`config.mk`:
```
export PLATFORM = sky130hd
export DESIGN_NAME = uart_tx
export DESIGN_NICKNAME = d
export VERILOG_FILES = /design/src/rtl/uart_tx.sv
export SDC_FILE = /design/constraint.sdc
export NUM_CORES = 1
export LEC_CHECK = 0
export CELL_PAD_IN_SITES_DETAIL_PLACEMENT = 1
export CELL_PAD_IN_SITES_GLOBAL_PLACEMENT = 1
export CORE_MARGIN = 10
export CORE_UTILIZATION = 47
export DETAILED_ROUTE_END_ITERATION = 8
export GPL_ROUTABILITY_DRIVEN = 1
export HOLD_SLACK_MARGIN = 0.05
export PLACE_DENSITY_LB_ADDON = 0.05
export RECOVER_POWER = 100
export SYNTH_ARGS = -nofsm -noshare
export SYNTH_HDL_FRONTEND = slang
export SYNTH_SLANG_ARGS = --single-unit
```
`constraint.sdc`:
```
create_clock -name CLK -period 5.5 [get_ports CLK]
set_input_delay 1.65 -clock CLK [delete_from_list [all_inputs] [get_ports CLK]]
set_output_delay 1.65 -clock CLK [all_outputs]
set_load 0.02 [all_outputs]
```
`src/rtl/uart_tx.sv`:
```
// rtl/uart_tx.sv - UART transmitter (8N1) with a byte FIFO and an IO-mapped status word
module uart_tx #(
  parameter int CLK_HZ = 12000000,
  parameter int BAUD   = 115200,
  parameter int DEPTH  = 8
) (
  input  logic        CLK,
  input  logic        reset,
  input  logic        io_sel,
  input  logic        io_wstrb,
  input  logic        io_rstrb,
  input  logic [31:0] io_wdata,
  output logic [31:0] io_rdata,
  output logic        tx
);
  localparam int DIV = CLK_HZ / BAUD;
  localparam int AW  = $clog2(DEPTH);
  localparam int DW  = (DIV > 1) ? $clog2(DIV) : 1;
  localparam logic [AW:0]   FULL_CNT = (AW + 1)'(DEPTH);
  localparam logic [DW-1:0] DIV_LAST = DW'(DIV - 1);

  typedef enum logic [1:0] {IDLE, START, DATA, STOP} state_t;

  state_t        state;
  logic [7:0]    mem [DEPTH];
  logic [AW-1:0] head;
  logic [AW-1:0] tail;
  logic [AW:0]   count;
  logic [7:0]    shift;
  logic [2:0]    bit_cnt;
  logic [DW-1:0] div_cnt;
  logic          ovf;

  logic full, empty, pop, wr_req, push;
  logic unused_wdata;

  assign full     = (count == FULL_CNT);
  assign empty    = (count == '0);
  assign pop      = (state == IDLE) && !empty;
  assign wr_req   = io_sel && io_wstrb;
  // A full FIFO still takes the byte when the head leaves on the same edge.
  assign push     = wr_req && (!full || pop);
  assign io_rdata = {28'b0, ovf, (state != IDLE) || !empty, empty, full};
  assign unused_wdata = ^io_wdata[31:8];

  always_ff @(posedge CLK) begin
    if (!reset && push) mem[tail] <= io_wdata[7:0];
  end

  always_ff @(posedge CLK) begin
    if (reset) begin
      state   <= IDLE;
      tx      <= 1'b1;
      head    <= '0;
      tail    <= '0;
      count   <= '0;
      ovf     <= 1'b0;
      div_cnt <= '0;
      bit_cnt <= '0;
      shift   <= '0;
    end else begin
      if (push) tail <= tail + 1'b1;
      if (pop)  head <= head + 1'b1;
      case ({push, pop})
        2'b10:   count <= count + 1'b1;
        2'b01:   count <= count - 1'b1;
        default: ;
      endcase

      if (wr_req && !push)          ovf <= 1'b1;
      else if (io_sel && io_rstrb)  ovf <= 1'b0;

      // tx is the registered image of the state seen at this edge, one clock behind it.
      case (state)
        IDLE: begin
          tx <= 1'b1;
          if (pop) begin
            shift   <= mem[head];
            bit_cnt <= '0;
            div_cnt <= DIV_LAST;
            state   <= START;
          end
        end
        START: begin
          tx <= 1'b0;
          if (div_cnt == '0) begin
            div_cnt <= DIV_LAST;
            state   <= DATA;
          end else begin
            div_cnt <= div_cnt - 1'b1;
          end
        end
        DATA: begin
          tx <= shift[0];
          if (div_cnt == '0) begin
            div_cnt <= DIV_LAST;
            shift   <= shift >> 1;
            bit_cnt <= bit_cnt + 1'b1;
            if (bit_cnt == 3'd7) state <= STOP;
          end else begin
            div_cnt <= div_cnt - 1'b1;
          end
        end
        STOP: begin
          tx <= 1'b1;
          if (div_cnt == '0) begin
            div_cnt <= DIV_LAST;
            state   <= IDLE;
          end else begin
            div_cnt <= div_cnt - 1'b1;
          end
        end
        default: state <= IDLE;
      endcase
    end
  end
endmodule

```
==> results.md, run 1 <==
* Synth top area share at 0.4191
* Layout cells sized above 1 at 0.07902
* Hold-fix buffers, CTS at 0
* Hold Vio Cnt, Final at 0
* Maximum vdd drop at 0.1696 mV
* Pleak at 1.742 nW
* Number of port buffers at 17
* DRC at 0
* Fin worst setup slack at 0.6697 ns
* Final Skew at 0.005177 ns
* Critical path class: reg2out
* Critical Path End: io_rdata[2]
* Syn-to-layout area delta at 7.176%
* R2R depth at 11
* Initial core utilization at 0.4893
* Final nets at 413
* Max Root-Sink Buffers at 2
* Routed Antenna Nets at 0
* Post-synth EDFFs at 64
* Most frequent cell after synthesis: edfxtp_1
* Buf+Inv Stages, Crit Path at 2
* CORE AREA at 0.009371 mm^2
* Dpl ws at 1.270 ns
* Die height at 118.8 um
* Fill count at 1014
* Critical path launch point type: register
* Mux contribution to synthesized area at 0.1026
* Ant diodes at 0
* Max-cap violations at 1
* Worst path cell trace: nor4_1 > and2_1 > inv_1 > clkdlybuf4s50_1
* Grt ovf at 0
* Slowest stage delay, CP at 0.85 ns
* Largest family of logic cells by synthesized area: multiplexers
* Main flop type after synthesis: edfxtp_1
* Ys async rst share at 0
* Vias per cell at 5.476
* Slew Limit Fails at 39
* R2R Setup Slk at 2.76 ns
* Synth Area per Inst at 13.10 um^2
* Crit end category: output pin
* Largest net degree at the start of global routing at 39
* Final setup fails at 0
* Post-layout min period at 4.830 ns
* R2r startpoint: state[0]
* Synth warn at 0
* Initial drt markers at 133
* Cell count after synthesis at 350
* Worst R2R End: count[3]
* Routed wire per std cell at 18.99 um
* Clock transition at the registers of the reported paths at 0.10 ns
* CTS tree: yes
* Clock Latency Late Sink at 0.37 ns
* Crit path max-delay family: simple AND/OR/NAND/NOR gates
* Final worst-path cycle share at 0.8782
* Actual slew at the worst max-slew pin at 1.760 ns
* Final TNS setup at 0 ns
* Yosys top cell by area: edfxtp_1
* Max Freq at 207.0 MHz
* Placed insts at 480
* Hold WC Path Type: reg2reg
* CTS root buf: clkbuf_8
* Seq/Total Area, Yosys at 0.5719
* Placement Cell Area at 0.004747 mm^2
* Resize count post-CTS at 0
* CP Data Arrival Time at 3.18 ns
* Xor/xnor share of the synthesized area at 0.007640
* Via count at 2716
* Crit. path cell count at 4
* FF+latch count, synth at 99
* Failing checks: capacitance limit, slew limit
* Fin area at 0.004915 mm^2
* # clock sinks at 99
* Worst setup startpoint: count[0]
* Post-Layout Cell Count at 496
* Die width at 118.8 um
* Final GP Congestion at 0.7214
* GRT Total Usage at 0.1348
* First-pass GRT wire length at 15.27 mm
* Critical-path maximum fanout at 30
* DRT Pass-1 Iters at 4
* Die ar. at 0.01411 mm^2
* CP max stage cell: and2_1
* Vias in the first global route at 2889
* RSZ-0062 raised after global routing: no
* Setup repair bufs after CTS at 0
* Post-DP HPWL at 6.378 mm
* Power density over the cells at 459.5 mW/mm^2
* Most frequent cells after synthesis: 64 x edfxtp_1, 35 x dfxtp_1, 31 x buf_4, 26 x nor2_1, 23 x a21oi_1
* Worst Path Required at 3.85 ns
* Rel. slew slack at -0.1733
* Initial antenna violation count at 0
* TritonCTS Buffers at 9
* Post-synthesis compound-gate area fraction at 0.1020
* Yosys cell types at 56
* Adder-cell share of the synthesized area at 0.03984
* Cell Rows at 35
* Outcome: complete, but fails checks
* Synth top area cells: edfxtp_1 42%, dfxtp_1 15%, mux4_1 8.6%
* Max H-tree Level at 3
* Io pins at 70
* Final WL at 9.417 mm
* Syn Std Cell Area at 0.004586 mm^2
* Simple-Gate Fraction of Synth Area at 0.09195
-- worst min path at each step --
stage | from | cells after the start | end
2_1_floorplan | bit_cnt[1] | 2 | bit_cnt[1]
3_3_place_gp | bit_cnt[2] | 2 | bit_cnt[2]
3_5_place_dp | shift[7] | 2 | shift[7]
4_1_cts | shift[7] | 2 | shift[7]
5_1_grt | shift[7] | 2 | shift[7]
6_report | shift[7] | 2 | shift[7]
-- state kept, by name, indices dropped and copies added, names as in the netlist, named ones only --
register / flops
mem: 64
bit_cnt: 3
shift: 8
state: 2
tail: 3
div_cnt: 7
count: 4
ovf: 1
head: 3
tx: 1
-- cells in the final DEF (no fill, tap or decap), types with 2 or more instances in the layout --
cell type / synthesis / layout
a31oi_1: 2 / 2
clkbuf_8: 0 / 9
a211oi_1: 4 / 4
clkdlybuf4s50_1: 0 / 4
buf_4: 31 / 2
a221oi_1: 3 / 3
and2_1: 3 / 3
mux2i_1: 2 / 2
nand2b_1: 3 / 3
mux2_2: 2 / 2
o211ai_1: 2 / 2
conb_1: 1 / 28
mux4_1: 15 / 15
xor2_1: 3 / 3
a41oi_1: 2 / 2
a21o_1: 2 / 2
clkbuf_1: 9 / 5
nor2_1: 26 / 26
a32oi_1: 2 / 2
o22ai_1: 7 / 7
nor3_1: 2 / 2
nand4_1: 2 / 2
dlygate4sd3_1: 0 / 13
inv_1: 11 / 11
nand2_1: 11 / 11
nand3_1: 6 / 6
o21a_1: 3 / 3
or2_2: 2 / 2
nor2b_1: 3 / 3
nor4_1: 4 / 5
dfxtp_1: 35 / 35
o21ai_0: 13 / 13
nor4b_1: 2 / 2
or4_1: 8 / 8
inv_6: 0 / 3
a21oi_1: 23 / 24
edfxtp_1: 64 / 64
ha_1: 13 / 13
-- through the flow --
stage	hold WS, ns	total power, mW	utilization
after floorplan	0.4533	1.618	-
after global placement	0.4602	1.776	0.5065
after detailed placement	0.4730	1.797	0.5065
after CTS	0.4871	2.298	0.5295
after global routing	0.5142	2.424	0.5244
final	0.4822	2.259	0.5244
-- worst register-to-register path: stages (launching register included) --
cell	delay, ns
dfxtp_1	0.36
inv_1	0.14
ha_1	0.17
buf_4	0.17
o41a_1	0.31
nand2_1	0.18
inv_1	0.16
ha_1	0.25
a21o_1	0.17
a21oi_1	0.17
mux2i_1	0.22
mux2_2	0.35
-- where the power goes --
group | internal [mW] | switching, mW
Sequential | 0.878 | 0.0864
Clock | 0.222 | 0.278
Combinational | 0.317 | 0.476
Total | 1.42 | 0.841
-- cell type report --
type	count	area, um^2	area share
sequential	99	2623	0.5336
clock inverter	7	91.34	0.01858
clock buffer	9	123.9	0.02520
inverter	12	45.04	0.009165
tap	129	161.4	0.03284
timing repair buffer	24	203.9	0.04150
multi-input combinational	216	1667	0.3391
-- routing by layer --
metal | track usage | wire, um | vias to the layer above
li1 | - | - | 1298
met1 | 0.1705 | 4151 | 1357
met2 | 0.2227 | 4667 | 53
met3 | 0.03094 | 499 | 8
met4 | 0.04427 | 99 | 0
met5 | 0 | 0 | -
-- kinds of logic (layout without fill, tap and decap cells) --
logic type	count (synthesis)	in the layout
compound gates	71	71
flops	99	99
simple gates	78	78
mux	21	21
buf+inv	62	52
xor+xnor	4	4
other cells	1	28
fa+ha+maj	14	14
Power figures use the tool's default switching activity.
==> inputs of run 2 (changes only) <==
--- a/config.mk
+++ b/config.mk
@@ -7,7 +7,7 @@
 export LEC_CHECK = 0
 export CELL_PAD_IN_SITES_DETAIL_PLACEMENT = 1
 export CELL_PAD_IN_SITES_GLOBAL_PLACEMENT = 1
-export CORE_MARGIN = 10
+export CORE_MARGIN = 3
 export CORE_UTILIZATION = 47
 export DETAILED_ROUTE_END_ITERATION = 8
 export GPL_ROUTABILITY_DRIVEN = 1
==> results.md, run 2 (synthesis gave the netlist of run 1 again) <==
* Final GP Congestion at 0.7379 (+2.3%)
* Number of port buffers at 17 (unchanged)
* First-pass GRT wire length at 14.79 mm (-3.1%)
* Initial antenna violation count at 0 (unchanged)
* CTS root buf: clkbuf_8
* Grt ovf at 0 (unchanged)
* Vias per cell at 5.466 (-0.18%)
* Cell Rows at 35 (unchanged)
* Pleak at 1.742 nW (about the same)
* # clock sinks at 99 (unchanged)
* Max-cap violations at 1 (unchanged)
* Final nets at 413 (unchanged)
* Slew Limit Fails at 40 (+2.6%)
* Initial core utilization at 0.4893 (unchanged)
* Vias in the first global route at 2802 (-3.0%)
* Top register by number of flip-flops: mem
* Max Root-Sink Buffers at 2 (unchanged)
* DRC at 0 (unchanged)
* Largest net degree at the start of global routing at 40 (+2.6%)
* Die width at 104.8 um (-12%)
* Routed wire per std cell at 18.49 um (-2.6%)
* CTS tree: yes
* Via count at 2711 (-0.18%)
* Actual slew at the worst max-slew pin at 1.793 ns (+0.03272 ns)
* Layout cells sized above 1 at 0.08174 (+0.002725)
* Final setup fails at 0 (unchanged)
* Initial drt markers at 96 (-28%)
* Die ar. at 0.01098 mm^2 (-22%)
* Final worst-path cycle share at 0.8651 (-0.01311)
* Hold Vio Cnt, Final at 0 (unchanged)
* Max FFs per register at 64 (unchanged)
* Failing checks: capacitance limit, slew limit
* RSZ-0062 raised after global routing: no
* Resize count post-CTS at 0 (unchanged)
* Die height at 104.8 um (-12%)
* Ant diodes at 0 (unchanged)
* Rel. slew slack at -0.1951 (-0.02182)
* Worst Path Required at 3.85 ns (about the same)
* Critical path launch point type: register
* Hold-fix buffers, CTS at 0 (unchanged)
* Outcome: complete, but fails checks
* Critical path class: reg2out
* Final TNS setup at 0 ns (unchanged)
* TritonCTS Buffers at 9 (unchanged)
* Hold WC Path Type: reg2reg
* DRT Pass-1 Iters at 4 (unchanged)
* Max Freq at 210.2 MHz (+1.5%)
* Final WL at 9.172 mm (-2.6%)
* GRT Total Usage at 0.1725 (+0.03764)
* CP Data Arrival Time at 3.11 ns (-0.07 ns)
* Post-DP HPWL at 6.174 mm (-3.2%)
* Maximum vdd drop at 0.1712 mV (+0.94%)
* Routed Antenna Nets at 0 (unchanged)
* Most frequent cells in the layout: 64 x edfxtp_1, 35 x dfxtp_1, 28 x conb_1
* Syn-to-layout area delta at 7.203% (about the same)
* CORE AREA at 0.009371 mm^2 (unchanged)
* Clock Latency Late Sink at 0.37 ns (about the same)
* Commonest non-fill, non-tap cell in the layout: edfxtp_1
* Final Skew at 0.01157 ns (+0.006389 ns)
* Critical-path maximum fanout at 30 (unchanged)
* Setup repair bufs after CTS at 0 (unchanged)
* Io pins at 70 (unchanged)
* Fin util at 0.5246 (about the same)
* Post-layout min period at 4.758 ns (-0.07209 ns)
* Fill count at 969 (-4.4%)
* Clock transition at the registers of the reported paths at 0.10 ns (about the same)
* Power density over the cells at 456.2 mW/mm^2 (-0.73%)
* Largest registers: mem x64, shift x8, div_cnt x7
* Crit end category: output pin
* Max H-tree Level at 3 (unchanged)
-- run 2: cell count changes in the layout (fill, tap and decap cells not counted), sizes merged --
cell      before  now
bufinv         1    0
clkinvlp       1    0
clkinv         1    3
-- run 2: metrics by stage --
step	std cells	setup slack (ns)	power (mW)	cell area, um^2	hold WS [ns]
after detailed placement	480	1.359	1.805	4747	0.4732
final	496	0.7418	2.243	4916	0.4893
after global routing	496	0.5791	2.399	4916	0.5165
after CTS	496	0.9347	2.278	4957	0.4877
after global placement	480	1.361	1.774	4747	0.4613
after floorplan	377	2.073	1.618	4687	0.4533
-- run 2: worst max-delay path, cell delays in order, from the launching register on --
cell	delay, ns
dfxtp_1	0.41
nor4_1	0.69
and2_1	0.83
inv_1	0.22
clkdlybuf4s50_1	0.59
-- run 2: where the power goes --
| group | switching [mW] | internal (mW) |
|---|---|---|
| registers | 0.0890 | 0.878 |
| clock network | 0.287 | 0.185 |
| logic | 0.482 | 0.321 |
| total | 0.858 | 1.38 |
-- run 2: metal layers --
layer / vias up / part of all wire / GRT usage
met5: - / 0 / 0
met4: 0 / 0.0080 / 0.04592
met3: 5 / 0.024 / 0.03644
met2: 32 / 0.51 / 0.2883
met1: 1374 / 0.46 / 0.2291
li1: 1300 / - / -
-- run 2: final timing paths --
kind,start,end,slack (ns),cells after the start
min reg2reg,head[1],head[1],0.49,2
max,count[0],io_rdata[2],0.74,4
min,head[1],head[1],0.49,2
max reg2reg,state[0],count[3],2.72,11
-- run 2: layout make-up --
class / count / area, um^2 / area share
Tap cell: 129 / 161.4 / 0.03283
Sequential cell: 99 / 2623 / 0.5335
Timing Repair Buffer: 24 / 203.9 / 0.04149
Inverter: 12 / 45.04 / 0.009163
Multi-Input combinational cell: 216 / 1673 / 0.3403
Clock buffer: 9 / 123.9 / 0.02520
Clock inverter: 7 / 86.33 / 0.01756
==> inputs of run 3 (changes only) <==
--- a/config.mk
+++ b/config.mk
@@ -7,8 +7,9 @@
 export LEC_CHECK = 0
 export CELL_PAD_IN_SITES_DETAIL_PLACEMENT = 1
 export CELL_PAD_IN_SITES_GLOBAL_PLACEMENT = 1
+export CORE_ASPECT_RATIO = 0.75
 export CORE_MARGIN = 3
-export CORE_UTILIZATION = 47
+export CORE_UTILIZATION = 44
 export DETAILED_ROUTE_END_ITERATION = 8
 export GPL_ROUTABILITY_DRIVEN = 1
 export HOLD_SLACK_MARGIN = 0.05
==> constraint.sdc (replaced) <==
create_clock -name CLK -period 4.9 [get_ports CLK]
set_input_delay 1.47 -clock CLK [delete_from_list [all_inputs] [get_ports CLK]]
set_output_delay 1.47 -clock CLK [all_outputs]
set_load 0.02 [all_outputs]
==> results.md, run 3 (synthesis gave the netlist of run 1 again) <==
* CP max stage cell: nor4_1
* CORE AREA at 0.009891 mm^2 (+5.5%)
* Initial core utilization at 0.4636 (-0.02569)
* Routed Antenna Nets at 0 (unchanged)
* Pleak at 1.775 nW (+1.9%)
* Number of port buffers at 17 (unchanged)
* Setup repair bufs after CTS at 0 (unchanged)
* Max FFs per register at 64 (unchanged)
* Actual slew at the worst max-slew pin at 1.655 ns (-0.1379 ns)
* Final Skew at 0.004330 ns (-0.007236 ns)
* Hold-fix buffers, CTS at 0 (unchanged)
* CP Data Arrival Time at 2.57 ns (-0.54 ns)
* RSZ-0062 raised after global routing: no
* Final GP Congestion at 0.7172 (-2.8%)
* Largest registers: mem x64, shift x8, div_cnt x7
* Critical-path maximum fanout at 30 (unchanged)
* Final TNS setup at 0 ns (unchanged)
* CTS tree: yes
* Hold WC Path Type: reg2reg
* Crit path max-delay family: buffers and inverters
* Final setup fails at 0 (unchanged)
* Final worst-path cycle share at 0.8236
* Max Root-Sink Buffers at 2 (unchanged)
* Critical path launch point type: register
* Rel. slew slack at -0.1031 (+0.09196)
* Final WL at 9.123 mm (-0.53%)
* Ant diodes at 0 (unchanged)
* Commonest non-fill, non-tap cell in the layout: edfxtp_1
* Final nets at 414 (+0.24%)
* Outcome: complete, but fails checks
* Cell Rows at 31 (-11%)
* Most frequent cells in the layout: 64 x edfxtp_1, 35 x dfxtp_1, 28 x conb_1
* Failing checks: capacitance limit, slew limit
* Worst path cell trace: nor4_1 > and2_1 > buf_4 > inv_1 > clkdlybuf4s50_1
* Vias per cell at 5.410 (-1.0%)
* Resize count post-CTS at 0 (unchanged)
* Initial drt markers at 170 (+77%)
* Post-layout min period at 4.036 ns
* DRC at 0 (unchanged)
* Die width at 123.9 um (+18%)
* Io pins at 70 (unchanged)
* Top register by number of flip-flops: mem
* Max H-tree Level at 3 (unchanged)
* Buf+Inv Stages, Crit Path at 3 (+1)
* Hold_ws at 0.4784 ns (-0.01095 ns)
* Die ar. at 0.01170 mm^2 (+6.5%)
* First-pass GRT wire length at 14.55 mm (-1.6%)
* Largest net degree at the start of global routing at 38 (-5.0%)
* Fill count at 1026 (+5.9%)
* Grt ovf at 0 (unchanged)
* Layout cells sized above 1 at 0.07609 (-0.005657)
* Crit end category: output pin
* DRT Pass-1 Iters at 4 (unchanged)
* CTS root buf: clkbuf_16
* Die height at 94.41 um (-9.9%)
* # clock sinks at 99 (unchanged)
* Hold Vio Cnt, Final at 0 (unchanged)
* Initial antenna violation count at 0 (unchanged)
* GRT Total Usage at 0.1676 (-0.004918)
* Power density over the cells at 531.4 mW/mm^2 (+16%)
* Clock transition at the registers of the reported paths at 0.06 ns (-0.04 ns)
* Clock Latency Late Sink at 0.33 ns (-0.04 ns)
* Critical path class: reg2out
* Maximum vdd drop at 0.2087 mV (+22%)
* Max-cap violations at 1 (unchanged)
* Fin util at 0.5040 (-0.02058)
* Worst Path Required at 3.43 ns (-0.42 ns)
* Routed wire per std cell at 18.25 um (-1.3%)
* Via count at 2705 (-0.22%)
* Syn-to-layout area delta at 8.704%
* Vias in the first global route at 2682 (-4.3%)
* Slowest stage delay, CP at 0.63 ns (-0.20 ns)
* TritonCTS Buffers at 9 (unchanged)
* Slew Limit Fails at 38 (-5.0%)
* Post-DP HPWL at 6.138 mm (-0.57%)
* Max Freq at 247.8 MHz
## run 3: where the power goes
part	switching (mW)	internal, mW
Sequential	0.101	0.987
Clock	0.290	0.359
Combinational	0.542	0.370
## run 3: worst reg2reg max path, stage by stage, from the launching register on
cell,delay [ns]
dfxtp_1,0.35
inv_1,0.13
ha_1,0.39
o41a_1,0.36
nand2_1,0.19
inv_1,0.16
ha_1,0.24
a21o_1,0.18
a21oi_1,0.18
mux2i_1,0.23
mux2_2,0.35
## run 3: final cells by class
| class | instances | area (um^2) | share of cell area |
|---|---|---|---|
| Timing Repair Buffer | 25 | 211.5 | 0.04242 |
| Multi-Input combinational cell | 216 | 1667 | 0.3343 |
| Clock inverter | 4 | 27.53 | 0.005522 |
| Inverter | 12 | 45.04 | 0.009036 |
| Clock buffer | 12 | 246.5 | 0.04945 |
| Tap cell | 132 | 165.2 | 0.03313 |
| Sequential cell | 99 | 2623 | 0.5261 |
## run 3: per-stage QoR
stage | cells | power [mW] | instance area, um^2 | setup slack [ns]
6_report | 500 | 2.649 | 4985 | 0.8644
5_1_grt | 500 | 2.844 | 4985 | 0.6490
4_1_cts | 500 | 2.701 | 5032 | 0.9714
3_5_place_dp | 484 | 2.042 | 4758 | 1.243
3_3_place_gp | 484 | 2.012 | 4758 | 1.218
2_1_floorplan | 377 | 1.816 | 4687 | 1.653
## run 3: path summary, 6_finish.rpt
| path | start | to | slack [ns] | cells after the start |
|---|---|---|---|---|
| setup / recovery | count[0] | io_rdata[2] | 0.86 | 5 |
| setup reg to reg | state[0] | count[3] | 2.03 | 10 |
| hold / removal | bit_cnt[1] | bit_cnt[1] | 0.48 | 2 |
| hold reg to reg | bit_cnt[1] | bit_cnt[1] | 0.48 | 2 |
## run 3: metal layers
layer	part of all wire	vias to the layer above	GRT usage
met1	0.49	1347	0.2394
met2	0.46	62	0.2573
li1	-	1292	-
met4	0.0081	0	0.04424
met5	0	-	0
met3	0.044	4	0.04072
